### src/rtl/fir_tap_loader_pkg.sv
// Shared constants and state type for the tap loader and the MAC control.
// Holds the default sample/coefficient width, the tap count and the derived tap address width.
// The operand-presentation state enum lives here so the MAC side can reuse it.
package fir_tap_loader_pkg;

    localparam int DEF_DATA_WIDTH     = 16;
    localparam int DEF_NUM_REGS       = 8;
    localparam int DEF_TAP_ADDR_WIDTH = $clog2(DEF_NUM_REGS);

    // IDLE: no operand set on offer. PRESENT: pDataOut/coefsOut are an unconsumed set.
    typedef enum logic {
        IDLE    = 1'b0,
        PRESENT = 1'b1
    } tap_state_e;

endpackage

### src/rtl/fir_tap_loader_coef_bank.sv
// Coefficient register file: NUM_REGS x DATA_WIDTH, one write port, full parallel read-out.
// Ports: clk, rst_n (sync, active-low), wr_en/wr_addr/wr_data write port, rd_data flat vector.
// Write lands one cycle later; addresses >= NUM_REGS are dropped without touching any entry.
module fir_tap_loader_coef_bank
    import fir_tap_loader_pkg::*;
#(
    parameter int DATA_WIDTH = DEF_DATA_WIDTH,
    parameter int NUM_REGS   = DEF_NUM_REGS,
    localparam int ADDR_WIDTH = $clog2(NUM_REGS)
) (
    input  logic                             clk,
    input  logic                             rst_n,
    input  logic                             wr_en,
    input  logic [ADDR_WIDTH-1:0]            wr_addr,
    input  logic [DATA_WIDTH-1:0]            wr_data,
    output logic [NUM_REGS*DATA_WIDTH-1:0]   rd_data
);

    logic [DATA_WIDTH-1:0] coefs [NUM_REGS];
    logic                  in_range;

    // Widen by one bit so the comparison also works when NUM_REGS is a power of two.
    assign in_range = ({1'b0, wr_addr} < (ADDR_WIDTH + 1)'(NUM_REGS));

    always_ff @(posedge clk) begin
        if (!rst_n) begin
            for (int i = 0; i < NUM_REGS; i++) begin
                coefs[i] <= '0;
            end
        end else if (wr_en && in_range) begin
            coefs[wr_addr] <= wr_data;
        end
    end

    for (genvar g = 0; g < NUM_REGS; g++) begin : g_rd
        assign rd_data[g*DATA_WIDTH +: DATA_WIDTH] = coefs[g];
    end

endmodule

### src/rtl/fir_tap_loader.sv
// Sample delay line + coefficient bank presenting parallel MAC operands with valid/ready.
// Ports: sample in (valid/ready), coef write port (en/ready), flush, taps/coefs out (valid/ready), fill status.
// Accept-to-tapsValid latency 1 cycle; a held operand set (tapsValid && !tapsReady) stalls samples and coef writes.
module fir_tap_loader
    import fir_tap_loader_pkg::*;
#(
    parameter int DATA_WIDTH = DEF_DATA_WIDTH,
    parameter int NUM_REGS   = DEF_NUM_REGS,
    parameter int CNT_WIDTH  = $clog2(NUM_REGS + 1),
    localparam int ADDR_WIDTH = $clog2(NUM_REGS)
) (
    input  logic                             clk,
    input  logic                             rstN,
    input  logic [DATA_WIDTH-1:0]            sampleIn,
    input  logic                             sampleValid,
    output logic                             sampleReady,
    input  logic                             coefWrEn,
    input  logic [ADDR_WIDTH-1:0]            coefAddr,
    input  logic [DATA_WIDTH-1:0]            coefData,
    output logic                             coefWrReady,
    input  logic                             flush,
    output logic [NUM_REGS*DATA_WIDTH-1:0]   pDataOut,
    output logic [NUM_REGS*DATA_WIDTH-1:0]   coefsOut,
    output logic                             tapsValid,
    input  logic                             tapsReady,
    output logic [CNT_WIDTH-1:0]             fillCount,
    output logic                             primed
);

    localparam logic [CNT_WIDTH-1:0] FILL_FULL = CNT_WIDTH'(NUM_REGS);

    tap_state_e            state;
    tap_state_e            state_nxt;
    logic [DATA_WIDTH-1:0] taps [NUM_REGS];
    logic [CNT_WIDTH-1:0]  fill_cnt;
    logic                  can_take;
    logic                  accept;
    logic                  consume;

    // Samples and coef writes share one rule: only move when no set is being held.
    // Both are gated off while reset is asserted.
    assign can_take    = rstN && (!tapsValid || tapsReady);
    assign sampleReady = can_take;
    assign coefWrReady = can_take;

    assign accept  = sampleValid && can_take;
    assign consume = tapsValid && tapsReady;

    // State register; tapsValid is taken straight from it so it is glitch-free.
    always_ff @(posedge clk) begin
        if (!rstN) begin
            state <= IDLE;
        end else begin
            state <= state_nxt;
        end
    end

    // Flush wins over a same-edge accept; accept wins over consume so that
    // back-to-back traffic keeps tapsValid high.
    always_comb begin
        state_nxt = state;
        if (flush) begin
            state_nxt = IDLE;
        end else if (accept) begin
            state_nxt = PRESENT;
        end else if (consume) begin
            state_nxt = IDLE;
        end
    end

    assign tapsValid = (state == PRESENT);

    // Delay line and fill counter. A flushed edge discards the incoming sample.
    always_ff @(posedge clk) begin
        if (!rstN || flush) begin
            for (int i = 0; i < NUM_REGS; i++) begin
                taps[i] <= '0;
            end
            fill_cnt <= '0;
        end else if (accept) begin
            for (int i = NUM_REGS - 1; i > 0; i--) begin
                taps[i] <= taps[i-1];
            end
            taps[0] <= sampleIn;
            if (fill_cnt != FILL_FULL) begin
                fill_cnt <= fill_cnt + CNT_WIDTH'(1);
            end
        end
    end

    for (genvar g = 0; g < NUM_REGS; g++) begin : g_taps
        assign pDataOut[g*DATA_WIDTH +: DATA_WIDTH] = taps[g];
    end

    assign fillCount = fill_cnt;
    assign primed    = (fill_cnt == FILL_FULL);

    // Coefs are untouched by flush; a write on a flushed edge still lands.
    fir_tap_loader_coef_bank #(
        .DATA_WIDTH (DATA_WIDTH),
        .NUM_REGS   (NUM_REGS)
    ) u_coef_bank (
        .clk     (clk),
        .rst_n   (rstN),
        .wr_en   (coefWrEn && can_take),
        .wr_addr (coefAddr),
        .wr_data (coefData),
        .rd_data (coefsOut)
    );

endmodule

### config.mk
export PLATFORM = sky130hd
export DESIGN_NAME = fir_tap_loader
export DESIGN_NICKNAME = d
export VERILOG_FILES = /design/src/rtl/fir_tap_loader_pkg.sv /design/src/rtl/fir_tap_loader_coef_bank.sv /design/src/rtl/fir_tap_loader.sv
export SDC_FILE = /design/constraint.sdc
export NUM_CORES = 1
export LEC_CHECK = 0
export ABC_AREA = 1
export BUFFER_PORTS_ARGS = -buffer_cell sky130_fd_sc_hd__buf_2
export CAP_MARGIN = 40
export CORE_ASPECT_RATIO = 0.6
export CORE_MARGIN = 2
export CORE_UTILIZATION = 43
export CTS_BUF_LIST = sky130_fd_sc_hd__clkbuf_2
export CTS_CLUSTER_SIZE = 14
export DETAILED_ROUTE_END_ITERATION = 7
export PLACE_DENSITY_LB_ADDON = 0.05
export SLEW_MARGIN = 20
export SYNTH_ARGS = -nofsm -noshare
export SYNTH_HDL_FRONTEND = slang
export SYNTH_SLANG_ARGS = --single-unit
### constraint.sdc
create_clock -name clk -period 5.8 [get_ports clk]
set_input_delay 0.58 -clock clk [delete_from_list [all_inputs] [get_ports clk]]
set_output_delay 0.58 -clock clk [all_outputs]
set_load 0.01 [all_outputs]
==> flow_metrics.env, run 1 <==
export IMPL_die_x_um=200
export IMPL_fin_nets=1158
export IMPL_root_buffer="clkbuf_2"
export IMPL_top_layer="met4"
export IMPL_numPortBuffers=304
export IMPL_worst_path_stages=5
export IMPL_synth_top_area_share_pct=77.4
export IMPL_skew_ns=0.0617
export IMPL_antenna_left=0
export IMPL_cp_end_kind="primary output"
export IMPL_fmax_ghz=0.405
export IMPL_setup_viol_count_final=0
export IMPL_routed_wl_um=24800
export IMPL_placed_area_um2=11700
export IMPL_wire_per_inst_um=16.8
export IMPL_max_slew_margin_pct=46.7
export IMPL_power_density_nw_per_um2=292
export IMPL_die_area_um2=24400
export IMPL_finalSetupTns_ns=0
export IMPL_first_pass_iters=5
export IMPL_clkTransAtPathRegs_ns=0.10
export IMPL_worstRegToRegCells=5
export IMPL_cts_sink_count=261
export IMPL_synth_top_cell_by_area="edfxtp_1"
export IMPL_critPathKind="reg2out"
export IMPL_critPathMaxStageDelay_ns=0.45
export IMPL_drive_above_1_share_pct=35.8
export IMPL_ctsLongestPathBuffers=3
export IMPL_wl_met2_um=9990
export IMPL_yosys_warnings=0
export IMPL_cts_buffers_inserted=59
export IMPL_via_per_inst=4.40
export IMPL_finalHoldViolCount=0
export IMPL_yosys_area_share_adder_pct=0.252
export IMPL_synth_compound_area_share_pct=0.390
export IMPL_num_vias=6509
export IMPL_p_leak_nw=5.98
export IMPL_vdd_drop_max_mv=0.126
export IMPL_synthXorXnorAreaFrac_pct=0.0882
export IMPL_worst_pin_slew_ns=0.800
export IMPL_drcViolationCount=0
export IMPL_yosys_area_share_simple_pct=12.6
export IMPL_grt_overflow=0
export IMPL_syn_nets=796
export IMPL_globalplace_congestion=0.851
export IMPL_crit_chain="inv_1 -> ha_1 -> nand3_1 -> inv_1 -> buf_2"
export IMPL_drv_cap=0
export IMPL_num_rows=43
export IMPL_fin_crit_ns=2.47
export IMPL_cts_htree_levels=2
export IMPL_core_area_um2=22900
export IMPL_synth_ff_type="edfxtp_1"
export IMPL_synthCells=753
export IMPL_first_global_vias=6145
export IMPL_synthMostInstantiatedCell="nor2_1"
export IMPL_start_util_pct=43.4
export IMPL_critPathMostFrequentCell="inv_1"
export IMPL_wl_met3_um=2270
export IMPL_synth_top_family_by_area="simple AND/OR/NAND/NOR gates"
export IMPL_die_h_um=122
export IMPL_yosysSeqAreaShare_pct=78.4
export IMPL_outcome="finished, final reports clean"
export IMPL_grt_max_degree=67
export IMPL_whs_path_depth=4
export IMPL_slew_viol_final=0
export IMPL_critPathTopFamily="flip-flops"
export IMPL_crit_buf_inv=3
export IMPL_layout_worst_path_cycle_share_pct=42.6
export IMPL_yosys_cell_types_count=20
export IMPL_track_usage_pct=20.1
export IMPL_drtIter0Drc=605
export IMPL_synth_edf_count=256
export IMPL_cp_arrival_ns=1.89
export IMPL_met1Wirelength_um=12200
export IMPL_stdcell_area_um2=12400
export IMPL_antenna_found_initial=1
export IMPL_hold_class="in2reg"
export IMPL_synth_area_um2=9930
export IMPL_dp_final_hpwl_um=16800
export IMPL_rsz0062_at_grt="false"
export IMPL_ios=305
export IMPL_synthTopCellsByCount="nor2_1 (269), edfxtp_1 (256), inv_1 (156), buf_6 (18), nand2_1 (17)"
export IMPL_yosys_top_cells_area="edfxtp_1 (77%), nor2_1 (10%), inv_1 (5.9%), buf_6 (2.0%), nand2_4 (1.0%)"
export IMPL_cp_slowest_cell="dfxtp_1"
export IMPL_cp_max_fo=6
export IMPL_syn2layout_area_growth_pct=25.0
export IMPL_grt_pass1_wl_um=36700
export IMPL_required_ns=5.22
export IMPL_ys_seq_elements=261
export IMPL_clock_latency_ns=0.86
export IMPL_critPathLaunchType="flip-flop"
export IMPL_synthMuxAreaShare_pct=0
export IMPL_cts_tree="yes"
export IMPL_async_flop_share_pct=0
export IMPL_avgSynthCellArea_um2=13.2
-- worst reg2reg max path: stages, from the launching register on --
cell	delay, ns
dfxtp_1	0.35
nand2_1	0.13
nand3_1	0.15
nand2_4	0.15
buf_16	0.28
buf_4	0.73
-- final cells by class --
| type | count | area [um^2] |
|---|---|---|
| fill | 2078 | 10500 |
| sequential | 261 | 7790 |
| timing repair buffer | 325 | 1750 |
| multi-input combinational | 311 | 1340 |
| inverter | 157 | 589 |
| clock buffer | 90 | 450 |
| tap | 315 | 394 |
| clock inverter | 19 | 98.8 |
| antenna | 1 | 2.50 |
-- through the flow --
stage               std cells  total power [mW]  utilization [%]  hold WS, ns  setup slack, ns
floorplan                 753              2.36                -        0.545             1.61
global placement         1350              2.49             50.9        0.547             2.83
detailed placement       1351              2.49             51.0        0.537             2.76
CTS                      1477              3.68             54.2       0.0289             3.22
global route             1479              3.81             54.3       0.0536             3.14
finish                   1479              3.63             54.3        0.149             3.33
-- logic make-up (layout without fill, tap and decap cells) --
group	after synthesis	count (layout)
AO/OA/AOI/OAI	5	5
XOR/XNOR	1	1
adder cells (fa/ha/maj)	2	2
buffers and inverters	181	591
flip-flops	261	261
other	0	1
AND/OR/NAND/NOR	303	303
-- per-layer routing --
layer,vias to the layer above,global-route usage (%)
met5,-,0
met4,0,6.20
met3,37,7.01
met2,260,26.0
met1,3069,31.1
li1,3143,-
-- sequential cells by signal (all words and copies together) (netlist names) --
name               flops
taps                 128
fillCount              4
u_coef_bank.coefs    128
tapsValid              1
-- layout by cell type (no fill, tap or decap) --
master	n
buf_2	304
nor2_1	269
edfxtp_1	256
inv_1	156
clkbuf_2	90
dlygate4sd3_1	17
clkinv_1	16
nand2_1	15
nand2_4	11
dfxtp_1	5
nand3_1	3
nand4_1	3
inv_2	2
nor2_8	2
o21ai_0	2
ha_1	2
buf_4	2
diode_2	1
a21oi_4	1
a21boi_0	1
xnor2_1	1
a21oi_1	1
bufinv_16	1
clkinv_2	1
buf_12	1
buf_16	1
-- worst paths after layout --
kind	to	startpoint	slack (ns)
max	primed	fillCount[0]	3.33
min	tapsValid	tapsReady	0.15
max reg2reg	taps[0][0]	tapsValid	3.59
min reg2reg	taps[1][6]	taps[0][54]	0.54
-- power breakdown --
group | total, mW | leakage [nW] | switching [mW] | internal (mW)
logic | 0.278 | 2.69 | 0.189 | 0.0887
registers | 2.18 | 2.87 | 0.0342 | 2.15
clock network | 1.17 | 0.421 | 0.714 | 0.456
total | 3.63 | 5.98 | 0.937 | 2.69
-- timing repair --
item | in CTS | in global routing
endpoints found under the hold margin | 17 | 0
gates resized for setup | 0 | 0
buffers inserted | 0 | 0
hold buffers | 17 | 0
(Power assumes the default switching activity.)
==> inputs of run 2 (changes only) <==
==> constraint.sdc (replaced) <==
create_clock -name clk -period 2 [get_ports clk]
set_input_delay 0.2 -clock clk [delete_from_list [all_inputs] [get_ports clk]]
set_output_delay 0.2 -clock clk [all_outputs]
set_load 0.01 [all_outputs]
==> run 2 against run 1 <==
- die area unchanged
- clock-buffer cell count fell by 12
- register-to-register slack got worse by 3.5 ns
- sequential power grew to 2.9 times the previous value
- non-clock buffer count is 58 higher
- highest routed layer unchanged
- hold slack improved by 0.070 ns
==> flow_metrics.env, run 2 (synthesized netlist as in run 1, its figures left out) <==
export IMPL_critPathLaunchType="flip-flop"
export IMPL_antenna_found_initial=1
export IMPL_finalSetupTns_ns=0
export IMPL_finalHoldViolCount=0
export IMPL_worst_pin_slew_ns=0.481
export IMPL_first_global_vias=6522
export IMPL_drive_above_1_share_pct=36.0
export IMPL_grt_overflow=0
export IMPL_rsz0062_at_grt="true"
export IMPL_ios=305
export IMPL_fin_cells=1524
export IMPL_required_ns=2.70
export IMPL_cts_sink_count=261
export IMPL_final_common_cell="buf_2"
export IMPL_holdWs_ns=0.220
export IMPL_drcViolationCount=0
export IMPL_wire_per_inst_um=16.5
export IMPL_placed_area_um2=11900
export IMPL_clkTransAtPathRegs_ns=0.11
export IMPL_cp_end_kind="flip-flop"
export IMPL_start_util_pct=43.4
export IMPL_cts_htree_levels=2
export IMPL_core_area_um2=22900
export IMPL_clock_latency_ns=0.83
export IMPL_drtIter0Drc=436
export IMPL_cts_tree="yes"
export IMPL_vdd_drop_max_mv=0.553
export IMPL_track_usage_pct=20.6
export IMPL_grt_pass1_wl_um=37800
export IMPL_die_area_um2=24400
export IMPL_num_rows=43
export IMPL_dp_final_hpwl_um=17500
export IMPL_fin_nets=1217
export IMPL_fin_crit_ns=1.90
export IMPL_p_leak_nw=6.24
export IMPL_ctsLongestPathBuffers=3
export IMPL_grt_max_degree=35
export IMPL_critPathKind="reg2reg"
export IMPL_stdcell_area_um2=13000
export IMPL_slew_viol_final=0
export IMPL_drv_cap=0
export IMPL_setup_viol_count_final=0
export IMPL_num_vias=6690
export IMPL_routed_wl_um=25200
export IMPL_root_buffer="clkbuf_2"
export IMPL_antenna_left=0
export IMPL_fmax_ghz=0.525
export IMPL_die_x_um=200
export IMPL_outcome="finished, final reports clean"
export IMPL_cp_arrival_ns=2.61
export IMPL_numPortBuffers=304
export IMPL_syn2layout_area_growth_pct=30.8
export IMPL_max_slew_margin_pct=67.9
export IMPL_layout_common_cells="buf_2 (303), nor2_1 (269), edfxtp_1 (256), inv_1 (153), clkbuf_2 (78)"
export IMPL_via_per_inst=4.39
export IMPL_cp_max_fo=16
export IMPL_skew_ns=0.0333
export IMPL_hold_class="in2reg"
export IMPL_power_density_nw_per_um2=802
export IMPL_globalplace_congestion=0.779
export IMPL_first_pass_iters=4
export IMPL_cts_buffers_inserted=60
export IMPL_place_inst=1373
export IMPL_die_h_um=122
export IMPL_layout_worst_path_cycle_share_pct=95.2
## run 2: cell count changes in the layout (fill, tap and decap cells not counted), moves of 3 or more
cell           before  now
dlygate4sd3_1      17   50
buf_4               2   19
clkbuf_2           90   78
buf_12              1    8
buf_6               0    3
inv_1             156  153
## run 2: final timing paths
path / end / start / slack (ns) / cells after the start
max: u_coef_bank.coefs[4][8] / tapsValid / 0.1 / 7
min: taps[0][5] / sampleIn[5] / 0.22 / 4
max reg2reg: u_coef_bank.coefs[4][8] / tapsValid / 0.1 / 7
min reg2reg: taps[1][7] / taps[0][55] / 0.56 / 2
## run 2: report_power, final
part           total (mW)  internal, mW  switching [mW]
clock                3.18          1.17            2.01
combinational       0.905         0.337           0.568
sequential           6.33          6.22           0.104
## run 2: cell type report
| class | instances | area [um^2] |
|---|---|---|
| flip-flops and latches | 261 | 7790 |
| diodes | 1 | 2.50 |
| multi-input cells | 311 | 1370 |
| well taps | 315 | 394 |
| inverters | 157 | 592 |
| clock buffers | 78 | 390 |
| fillers | 2019 | 9870 |
| repair buffers | 383 | 2350 |
| clock inverters | 18 | 95.1 |
## run 2: worst max-delay path, cell delays in order (launching register included)
cell           delay [ns]
dfxtp_1              0.36
a21oi_4              0.19
nand2_4              0.12
nor2_8               0.19
nand2_4              0.07
buf_4                0.21
nor2_1               0.09
dlygate4sd3_1        0.55
## run 2: what timing repair did
action	in CTS	in global routing
gates resized for setup	8	7
buffers inserted	4	0
hold buffers	50	0
pin swaps	1	0
hold endpoints to repair	183	0
endpoints found under the setup margin	1	3
## run 2: layer usage
metal	wire length [um]	part of all wire [%]	GRT usage, %
met5	0	0	0
met1	12300	49	31.2
met2	10200	41	27.5
met4	289	1.1	6.06
met3	2360	9.4	7.22
## run 2: through the flow
stage	utilization [%]	setup slack, ns	power [mW]
6_report	56.8	0.0962	10.4
5_1_grt	56.8	-0.0128	10.9
4_1_cts	56.7	0.00621	10.6
3_5_place_dp	52.2	0.292	7.28
3_3_place_gp	52.2	0.320	7.28
2_1_floorplan	-	0.0448	6.83
